`src/rtl/cskip_sub_seq_16b_if.sv`:
```
`default_nettype none
// ============================================================================
//  Module      : cskip_sub_seq_16b_if
//  Description : Operand/result handshake bundle for the sequential subtractor.
//  Revision    : 1.0
// ============================================================================
interface cskip_sub_seq_16b_if #(
  parameter int WIDTH = 16
) ();
  logic             in_valid;
  logic             in_ready;
  logic [WIDTH-1:0] a;
  logic [WIDTH-1:0] b;
  logic             out_valid;
  logic             out_ready;
  logic [WIDTH-1:0] diff;
  logic             borrow;
  logic             ovf;

  modport master (
    output in_valid, a, b, out_ready,
    input  in_ready, out_valid, diff, borrow, ovf
  );

  modport slave (
    input  in_valid, a, b, out_ready,
    output in_ready, out_valid, diff, borrow, ovf
  );
endinterface
`default_nettype wire

```
`src/rtl/cskip_sub_seq_16b.sv`:
```
`default_nettype none
// ============================================================================
//  Module      : cskip_sub_seq_16b
//  Description : Multi-cycle a - b subtractor, one carry-skip slice per clock.
//  Revision    : 1.0
// ============================================================================
module cskip_sub_seq_16b #(
  parameter int WIDTH = 16,
  parameter int BLK   = 4
) (
  input  logic                clk,
  input  logic                rst,
  cskip_sub_seq_16b_if.slave  bus
);

  localparam int NBLK = WIDTH / BLK;
  localparam int IDXW = (NBLK > 1) ? $clog2(NBLK) : 1;
  localparam int AW   = (WIDTH > 1) ? $clog2(WIDTH) : 1;

  typedef enum logic [1:0] {
    S_IDLE = 2'd0,
    S_CALC = 2'd1,
    S_DONE = 2'd2
  } state_t;

  state_t            state_q;
  logic [WIDTH-1:0]  a_q;
  logic [WIDTH-1:0]  nb_q;
  logic              carry_q;
  logic [IDXW-1:0]   idx_q;
  logic [WIDTH-1:0]  diff_q;
  logic              borrow_q;
  logic              ovf_q;
  logic              in_ready_q;
  logic              out_valid_q;

  logic [AW-1:0]     w_base;
  logic [BLK-1:0]    w_a_s;
  logic [BLK-1:0]    w_nb_s;
  logic [BLK-1:0]    w_sum;
  logic              w_rca_cout;
  logic              w_prop;
  logic              carry_d;
  logic [WIDTH-1:0]  diff_d;
  logic              w_last;
  logic              ovf_d;

  assign w_base = AW'(idx_q) * AW'(BLK);
  assign w_a_s  = a_q[w_base +: BLK];
  assign w_nb_s = nb_q[w_base +: BLK];
  assign w_last = (idx_q == IDXW'(NBLK - 1));

  // Ripple through the current slice; the skip mux bypasses it when every bit propagates.
  always_comb begin : p_slice
    logic c;
    c     = carry_q;
    w_sum = '0;
    for (int i = 0; i < BLK; i++) begin
      w_sum[i] = w_a_s[i] ^ w_nb_s[i] ^ c;
      c        = (w_a_s[i] & w_nb_s[i]) | (c & (w_a_s[i] ^ w_nb_s[i]));
    end
    w_rca_cout = c;
  end

  assign w_prop  = &(w_a_s ^ w_nb_s);
  assign carry_d = w_prop ? carry_q : w_rca_cout;

  always_comb begin
    diff_d                  = diff_q;
    diff_d[w_base +: BLK]   = w_sum;
  end

  // nb_q holds ~b, so the subtrahend sign is its inverted MSB.
  assign ovf_d = (a_q[WIDTH-1] != ~nb_q[WIDTH-1]) && (diff_d[WIDTH-1] != a_q[WIDTH-1]);

  always_ff @(posedge clk or posedge rst) begin
    if (rst) begin
      state_q     <= S_IDLE;
      a_q         <= '0;
      nb_q        <= '0;
      carry_q     <= 1'b0;
      idx_q       <= '0;
      diff_q      <= '0;
      borrow_q    <= 1'b0;
      ovf_q       <= 1'b0;
      in_ready_q  <= 1'b1;
      out_valid_q <= 1'b0;
    end else begin
      case (state_q)
        S_IDLE: begin
          if (bus.in_valid && in_ready_q) begin
            a_q        <= bus.a;
            nb_q       <= ~bus.b;
            carry_q    <= 1'b1;
            idx_q      <= '0;
            diff_q     <= '0;
            in_ready_q <= 1'b0;
            state_q    <= S_CALC;
          end
        end
        S_CALC: begin
          diff_q  <= diff_d;
          carry_q <= carry_d;
          idx_q   <= idx_q + IDXW'(1);
          if (w_last) begin
            borrow_q    <= ~carry_d;
            ovf_q       <= ovf_d;
            out_valid_q <= 1'b1;
            state_q     <= S_DONE;
          end
        end
        S_DONE: begin
          if (out_valid_q && bus.out_ready) begin
            out_valid_q <= 1'b0;
            in_ready_q  <= 1'b1;
            state_q     <= S_IDLE;
          end
        end
        default: begin
          out_valid_q <= 1'b0;
          in_ready_q  <= 1'b1;
          state_q     <= S_IDLE;
        end
      endcase
    end
  end

  assign bus.in_ready  = in_ready_q;
  assign bus.out_valid = out_valid_q;
  assign bus.diff      = diff_q;
  assign bus.borrow    = borrow_q;
  assign bus.ovf       = ovf_q;

endmodule
`default_nettype wire

```
`src/flat_wrapper.sv`:
```
// flat-port wrapper written by rule: the top's interface ports become plain ports
module cskip_sub_seq_16b_flat 
#(
  parameter int WIDTH = 16,
  parameter int BLK   = 4
)
  (clk, rst, bus_in_valid, bus_a, bus_b, bus_out_ready, bus_in_ready, bus_out_valid, bus_diff, bus_borrow, bus_ovf);
  cskip_sub_seq_16b_if #(.WIDTH(WIDTH)) bus_i ();
  input  logic clk;
  input  logic rst;
  input wire logic [$bits(bus_i.in_valid)-1:0] bus_in_valid;
  input wire logic [$bits(bus_i.a)-1:0] bus_a;
  input wire logic [$bits(bus_i.b)-1:0] bus_b;
  input wire logic [$bits(bus_i.out_ready)-1:0] bus_out_ready;
  output wire logic [$bits(bus_i.in_ready)-1:0] bus_in_ready;
  output wire logic [$bits(bus_i.out_valid)-1:0] bus_out_valid;
  output wire logic [$bits(bus_i.diff)-1:0] bus_diff;
  output wire logic [$bits(bus_i.borrow)-1:0] bus_borrow;
  output wire logic [$bits(bus_i.ovf)-1:0] bus_ovf;
  assign bus_i.in_valid = bus_in_valid;
  assign bus_i.a = bus_a;
  assign bus_i.b = bus_b;
  assign bus_i.out_ready = bus_out_ready;
  assign bus_in_ready = bus_i.in_ready;
  assign bus_out_valid = bus_i.out_valid;
  assign bus_diff = bus_i.diff;
  assign bus_borrow = bus_i.borrow;
  assign bus_ovf = bus_i.ovf;
  cskip_sub_seq_16b #(.WIDTH(WIDTH), .BLK(BLK)) u_core (.clk(clk), .rst(rst), .bus(bus_i));
endmodule
```
`config.mk`:
```
export PLATFORM = sky130hd
export DESIGN_NAME = cskip_sub_seq_16b_flat
export DESIGN_NICKNAME = d
export VERILOG_FILES = /design/src/rtl/cskip_sub_seq_16b_if.sv /design/src/rtl/cskip_sub_seq_16b.sv /design/src/flat_wrapper.sv
export SDC_FILE = /design/constraint.sdc
export NUM_CORES = 1
export LEC_CHECK = 0
export BUFFER_PORTS_ARGS = -buffer_cell sky130_fd_sc_hd__buf_2
export CORE_MARGIN = 2
export CORE_UTILIZATION = 30
export CTS_BUF_LIST = sky130_fd_sc_hd__clkbuf_2 sky130_fd_sc_hd__clkbuf_4 sky130_fd_sc_hd__clkbuf_8
export CTS_CLUSTER_SIZE = 10
export DETAILED_ROUTE_END_ITERATION = 8
export HOLD_SLACK_MARGIN = 0.02
export PLACE_DENSITY = 0.49
export SLEW_MARGIN = 20
export SYNTH_ARGS = -nofsm -noshare
export SYNTH_HDL_FRONTEND = slang
export SYNTH_SLANG_ARGS = --single-unit
export TNS_END_PERCENT = 20
```
`constraint.sdc`:
```
create_clock -name clk -period 4.7 [get_ports clk]
set_input_delay 0.94 -clock clk [delete_from_list [all_inputs] [get_ports clk]]
set_output_delay 0.94 -clock clk [all_outputs]
set_load 0.02 [all_outputs]
```
* Word-level counts from Yosys, hierarchy flattened *
Index checks and enable logic that the tools add are counted.

storage, ports and cells
  output and inout port bits = 20
  register bits = 57
  input bits = 36

cells by class
  equality and inequality tests = 8
  bitwise logic cells = 26
  reductions and logical operators = 12
  add/subtract/negate cells = 2
  shifts and indexed selects = 4
  multiplexer cells = 18

operators by type and width
  kind                                                   number
  case mux 16 bit (2 select lines)                       1
  indexed part select 16 x 5 -> 4 bit                    2
  bitwise mux 16 bit                                     1
  two-way mux 16 bit                                     1
  inverter 16 bit                                        1
  variable shift 4 x 6 -> 16 bit (first input constant)  1
  indexed part select 4 x 6 -> 16 bit                    1
  AND reduction 3 bit                                    3
  bitwise AND 1 bit                                      8
  two-way mux 2 bit                                      4
  bitwise XOR 1 bit                                      8
  two-way mux 1 bit                                      6
  != test 2 x 1 -> 1 bit (second input constant)         3
  negation 4 -> 6 bit                                    1
  case mux 1 bit (3 select lines)                        2
  case mux 2 bit (3 select lines)                        1
  AND reduction 2 bit                                    3
  == test 2 bit (second input constant)                  2
  inverter 1 bit                                         4
  OR 1 bit                                               4
  case mux 2 bit (2 select lines)                        1
  AND reduction 4 bit                                    1
  bitwise XOR 4 bit                                      1
  logical AND 1 bit                                      3
  other kinds (6)                                        7

* Logic depth before layout (Yosys ltp) *
  depth after elaboration = 13
  gate-level depth with buffers = 12
  depth with buffers taken out = 11

* Worst setup path before layout *
Ideal clock, no wire load.

  path kind = register to register
  start point = reg u_core.idx_q[0]
  end point = reg u_core.ovf_q (netlist: u_core.bus.ovf)
  path buffers = 1
  stages on the path, launching flop included = 13
  arrival time = 3.156 ns
  path slack = 1.417 ns
  cell sequence = dfrtp_1 buf_4 mux4_2 inv_1 fa_1 inv_1 fa_1 inv_1 fa_1 fa_1 nor4b_1 mux2i_1 o21ai_0

on the way
  cells in the longest elaborated chain, start to end = 13

RTL lines
  what                                                           RTL line                                          RTL
  from (decl)                                                    cskip_sub_seq_16b.sv:30                           logic [IDXW-1:0] idx_q;
  from (signal assigned)                                         cskip_sub_seq_16b.sv:104                          idx_q <= idx_q + IDXW'(1);
  indexed part select 16 x 5 -> 4 bit, on equally long branches  cskip_sub_seq_16b.sv:49, cskip_sub_seq_16b.sv:50
  bitwise XOR 1 bit                                              cskip_sub_seq_16b.sv:59, cskip_sub_seq_16b.sv:60
  bitwise AND 1 bit                                              cskip_sub_seq_16b.sv:60                           c = (w_a_s[i] & w_nb_s[i]) | (c & (w_a_s[i] ^ w_nb_s[i]));
  OR 1 bit                                                       cskip_sub_seq_16b.sv:60
  bitwise AND 1 bit                                              cskip_sub_seq_16b.sv:60
  OR 1 bit                                                       cskip_sub_seq_16b.sv:60
  bitwise AND 1 bit                                              cskip_sub_seq_16b.sv:60
  OR 1 bit                                                       cskip_sub_seq_16b.sv:60
  bitwise XOR 1 bit                                              cskip_sub_seq_16b.sv:59                           w_sum[i] = w_a_s[i] ^ w_nb_s[i] ^ c;
  indexed part select 4 x 6 -> 16 bit                            cskip_sub_seq_16b.sv:70                           diff_d[w_base +: BLK] = w_sum;
  bitwise mux 16 bit                                             cskip_sub_seq_16b.sv:70
  != test 1 bit                                                  cskip_sub_seq_16b.sv:74                           assign ovf_d = (a_q[WIDTH-1] != ~nb_q[WIDTH-1]) && (diff_d[WIDTH-1] != a_q[WIDTH-1]);
  logical AND 1 bit                                              cskip_sub_seq_16b.sv:74
  to (signal assigned)                                           cskip_sub_seq_16b.sv:107                          ovf_q <= ovf_d;
  to (decl)                                                      cskip_sub_seq_16b.sv:33                           logic ovf_q;

Several ways; a longest one is shown, not always the timed one.
A chain may end at the register's enable or synchronous reset.

* Worst setup path in the final report *
Same ends and word-level chain as after synthesis.

==> results.md <==
- RSZ-0062 raised after global routing: false
- Port-buffer cells: 55
- Number of remaining DRC errors: 0
- # setup viols final: 0
- Maximum vdd ir drop: 0.0002361 V
- Lkg Pwr: 0.001660 uW
- Clock-pin slew of the registers on the worst-case setup and hold paths: 0.06 ns
- Worst Hold Path Cells: 2
- RePlAce Congestion: 0.7599
- Critical Path RT: 4.92 ns
- Clk_lat worst skew: 0.34 ns
- DRT iter0 DRCs: 81
- Final WL: 5.781 mm
- DP Wirelength: 4.111 mm
- Io pins: 56
- Fin Hold WS: 0.4719 ns
- Synth-to-layout area growth: 20.75%
- Syn Nets: 304
- Tmin final: 3.552 ns
- Worst path cell trace: mux4_2 > inv_1 > fa_1 > inv_1 > fa_1 > inv_1 > fa_1 > fa_1 > nor4b_1 > mux2i_1 > o21ai_0
- Power per Cell Area: 682.1 mW/mm2
- #FFs+latches synth: 57
- Worst Path Buf+Inv: 3
- Seq. cell area: 0.001428 mm2
- Num rows: 34
- Fillers: 903
- Post-Syn Instances: 256
- Crit path capture type: flop
- CP Max Fanout: 11
- Root Buffer Master: clkbuf_8
- Post-CTS Resized: 0
- Die Width: 98.36 um
- Slowest stage cell, crit path: dfrtp_1
- Setup_tns: 0 ns
- Gr usage total: 0.1298
- First-pass GRT wire length: 9.701 mm
- Pin count of the biggest net entering global routing: 58
- Max Freq: 281.5 MHz
- Core outline area: 0.008678 mm2
- Period utilization: 0.7558
- Tot Pwr: 2200 uW
- Cell area after placement: 0.003044 mm2
- Routed via count: 1918
- Slew Limit Fails: 0
- Final-stage net count: 361
- Slew @ Worst Pin: 0.7200 ns
- Status: finished, final reports clean
- Reg-to-reg critical path endpoint: u_core.bus.ovf
- Inserted Clock Buffers: 9
- Post-route cell area: 0.003226 mm2
- Worst hold start: u_core.a_q[10]
- Ant. Diodes: 0
- CTS tree: done
- CP arrival: 3.77 ns
- Critical path launch point: u_core.idx_q[0]
- Max-cap violations: 0
- Clock Skew: 0.005425 ns
- Total die area: 0.009675 mm2
- Hold crit path type: flop to flop
- Setup CP Type: flop to flop
- Drt pass-1 iters: 4
- CP most frequent cell: fa_1
- Drt via density: 4.502
- Slowest cell delay on critical path: 0.68 ns
- GRT overflow: 0
- Final Hold Viols: 0
- Mean Syn Cell Area: 10.43 um2
- CP top delay family: adder cells
- CTS max path bufs: 2
- Post-CTS setup repair buffer count: 0
- Routed WL per cell: 13.57 um
- R2R depth: 11
- CTS Sinks: 57
- Die height: 98.36 um
- Worst r2r src: u_core.idx_q[0]
- Antenna violations before repair: 0
- Layout cell share with drive strength beyond 1: 0.2799
- Routed Antenna Nets: 0
- Seq/Total Area, Yosys: 0.5344
- Netlist cell types: 32
- Critical Path Source Type: flop
- Initial Util: 0.3078
- Warnings, synthesis: 0
- FF-to-FF setup slack: 1.15 ns
- Vias in the first global route: 1955
- Multi-input gate area: 0.001082 mm2
- Synth Cell Area: 0.002671 mm2
- H-tree Lvls: 3
- Hold EP: u_core.a_q[10]
- Slew HR: 0.5200
- # hold bufs at CTS: 0
==> registers in the layout, indices dropped and copies added (netlist names) <==
signal                count
u_core.bus.out_valid      1
u_core.bus.borrow         1
u_core.carry_q            1
u_core.a_q               16
u_core.bus.ovf            1
u_core.bus.in_ready       1
u_core.state_q            2
u_core.nb_q              16
u_core.bus.diff          16
u_core.idx_q              2
==> tightest hold or removal path: cells and delay by family, from the launching register on <==
family	cells	cell delay, ns
simple gates	2	0.10
flops	1	0.34
==> cells by family (layout without fill, tap and decap cells) <==
logic type / count (synthesis) / in the layout / share of synthesized area
AOI/OAI and AO/OA: 48 / 48 / 0.1054
muxes: 10 / 10 / 0.07494
and+or+nand+nor: 90 / 90 / 0.1555
DFF: 57 / 57 / 0.5344
buffers and inverters: 39 / 101 / 0.06230
adders and majority gates: 12 / 12 / 0.06745
==> final cells by class <==
cell class | count | area share
clock inverter | 3 | 0.004655
timing repair buffer | 58 | 0.09232
inverter | 27 | 0.03142
clock buffer | 13 | 0.05159
multi-input combinational | 160 | 0.3355
tap | 108 | 0.04189
sequential | 57 | 0.4426
==> Yosys cell counts, drive strengths merged <==
master,n,share of area
nand2,71,0.10
dfrtp,56,0.52
inv,27,0.038
o21ai,22,0.041
o22ai,12,0.028
buf,9,0.020
ha,8,0.037
mux4,8,0.067
a21oi,7,0.013
fa,4,0.030
nand4,4,0.0094
o2bb2ai,4,0.013
clkbuf,3,0.0042
and2,2,0.0047
mux2i,2,0.0075
nand3,2,0.0037
nand3b,2,0.010
nor2,2,0.0028
a21o,1,0.0028
a32o,1,0.0037
and2b,1,0.0037
and4bb,1,0.0047
dfstp,1,0.0098
nand2b,1,0.0023
nand4bb,1,0.0042
nor2b,1,0.0023
nor4b,1,0.0033
o22a,1,0.0033
or4,1,0.0042
==> routing by layer <==
metal,GRT usage,vias up,part of all wire
met4,0.05690,0,0.013
met2,0.1957,52,0.46
met3,0.04438,8,0.055
met5,0,-,0
li1,-,969,-
met1,0.1701,889,0.48
==> report_power, final <==
| group | internal (uW) | total [uW] | switching, uW | leakage, uW |
|---|---|---|---|---|
| Sequential | 685 | 842 | 157 | 0.000731 |
| Combinational | 408 | 942 | 534 | 0.000829 |
| Clock | 229 | 416 | 188 | 0.000100 |
| Total | 1320 | 2200 | 879 | 0.00166 |
==> how the worst max path moves through the flow <==
stage / depth (start not counted) / to
floorplan: 12 / u_core.bus.ovf
global placement: 11 / u_core.bus.ovf
detailed placement: 11 / u_core.bus.ovf
CTS: 11 / u_core.bus.ovf
global route: 11 / u_core.bus.ovf
finish: 11 / u_core.bus.ovf
==> per-stage QoR <==
step | utilization | setup WS [ns] | std cells
after floorplan | - | 1.417 | 256
after global placement | 0.3508 | 1.197 | 410
after detailed placement | 0.3508 | 1.102 | 410
after CTS | 0.3717 | 1.095 | 426
after global routing | 0.3717 | 0.8428 | 426
final | 0.3717 | 1.148 | 426
==> cell usage in the layout (no fill, tap or decap), types with 3 or more instances in the layout <==
master,netlist,final
nand4_1,4,4
buf_4,1,3
inv_1,27,26
o22ai_1,12,12
dfrtp_1,56,56
clkinv_2,0,3
mux4_2,8,8
clkbuf_8,0,11
o21ai_0,22,22
nand2_1,71,71
a21oi_1,7,7
ha_1,8,8
fa_1,4,4
buf_2,7,55
o2bb2ai_1,4,4
(Power assumes the default switching activity.)
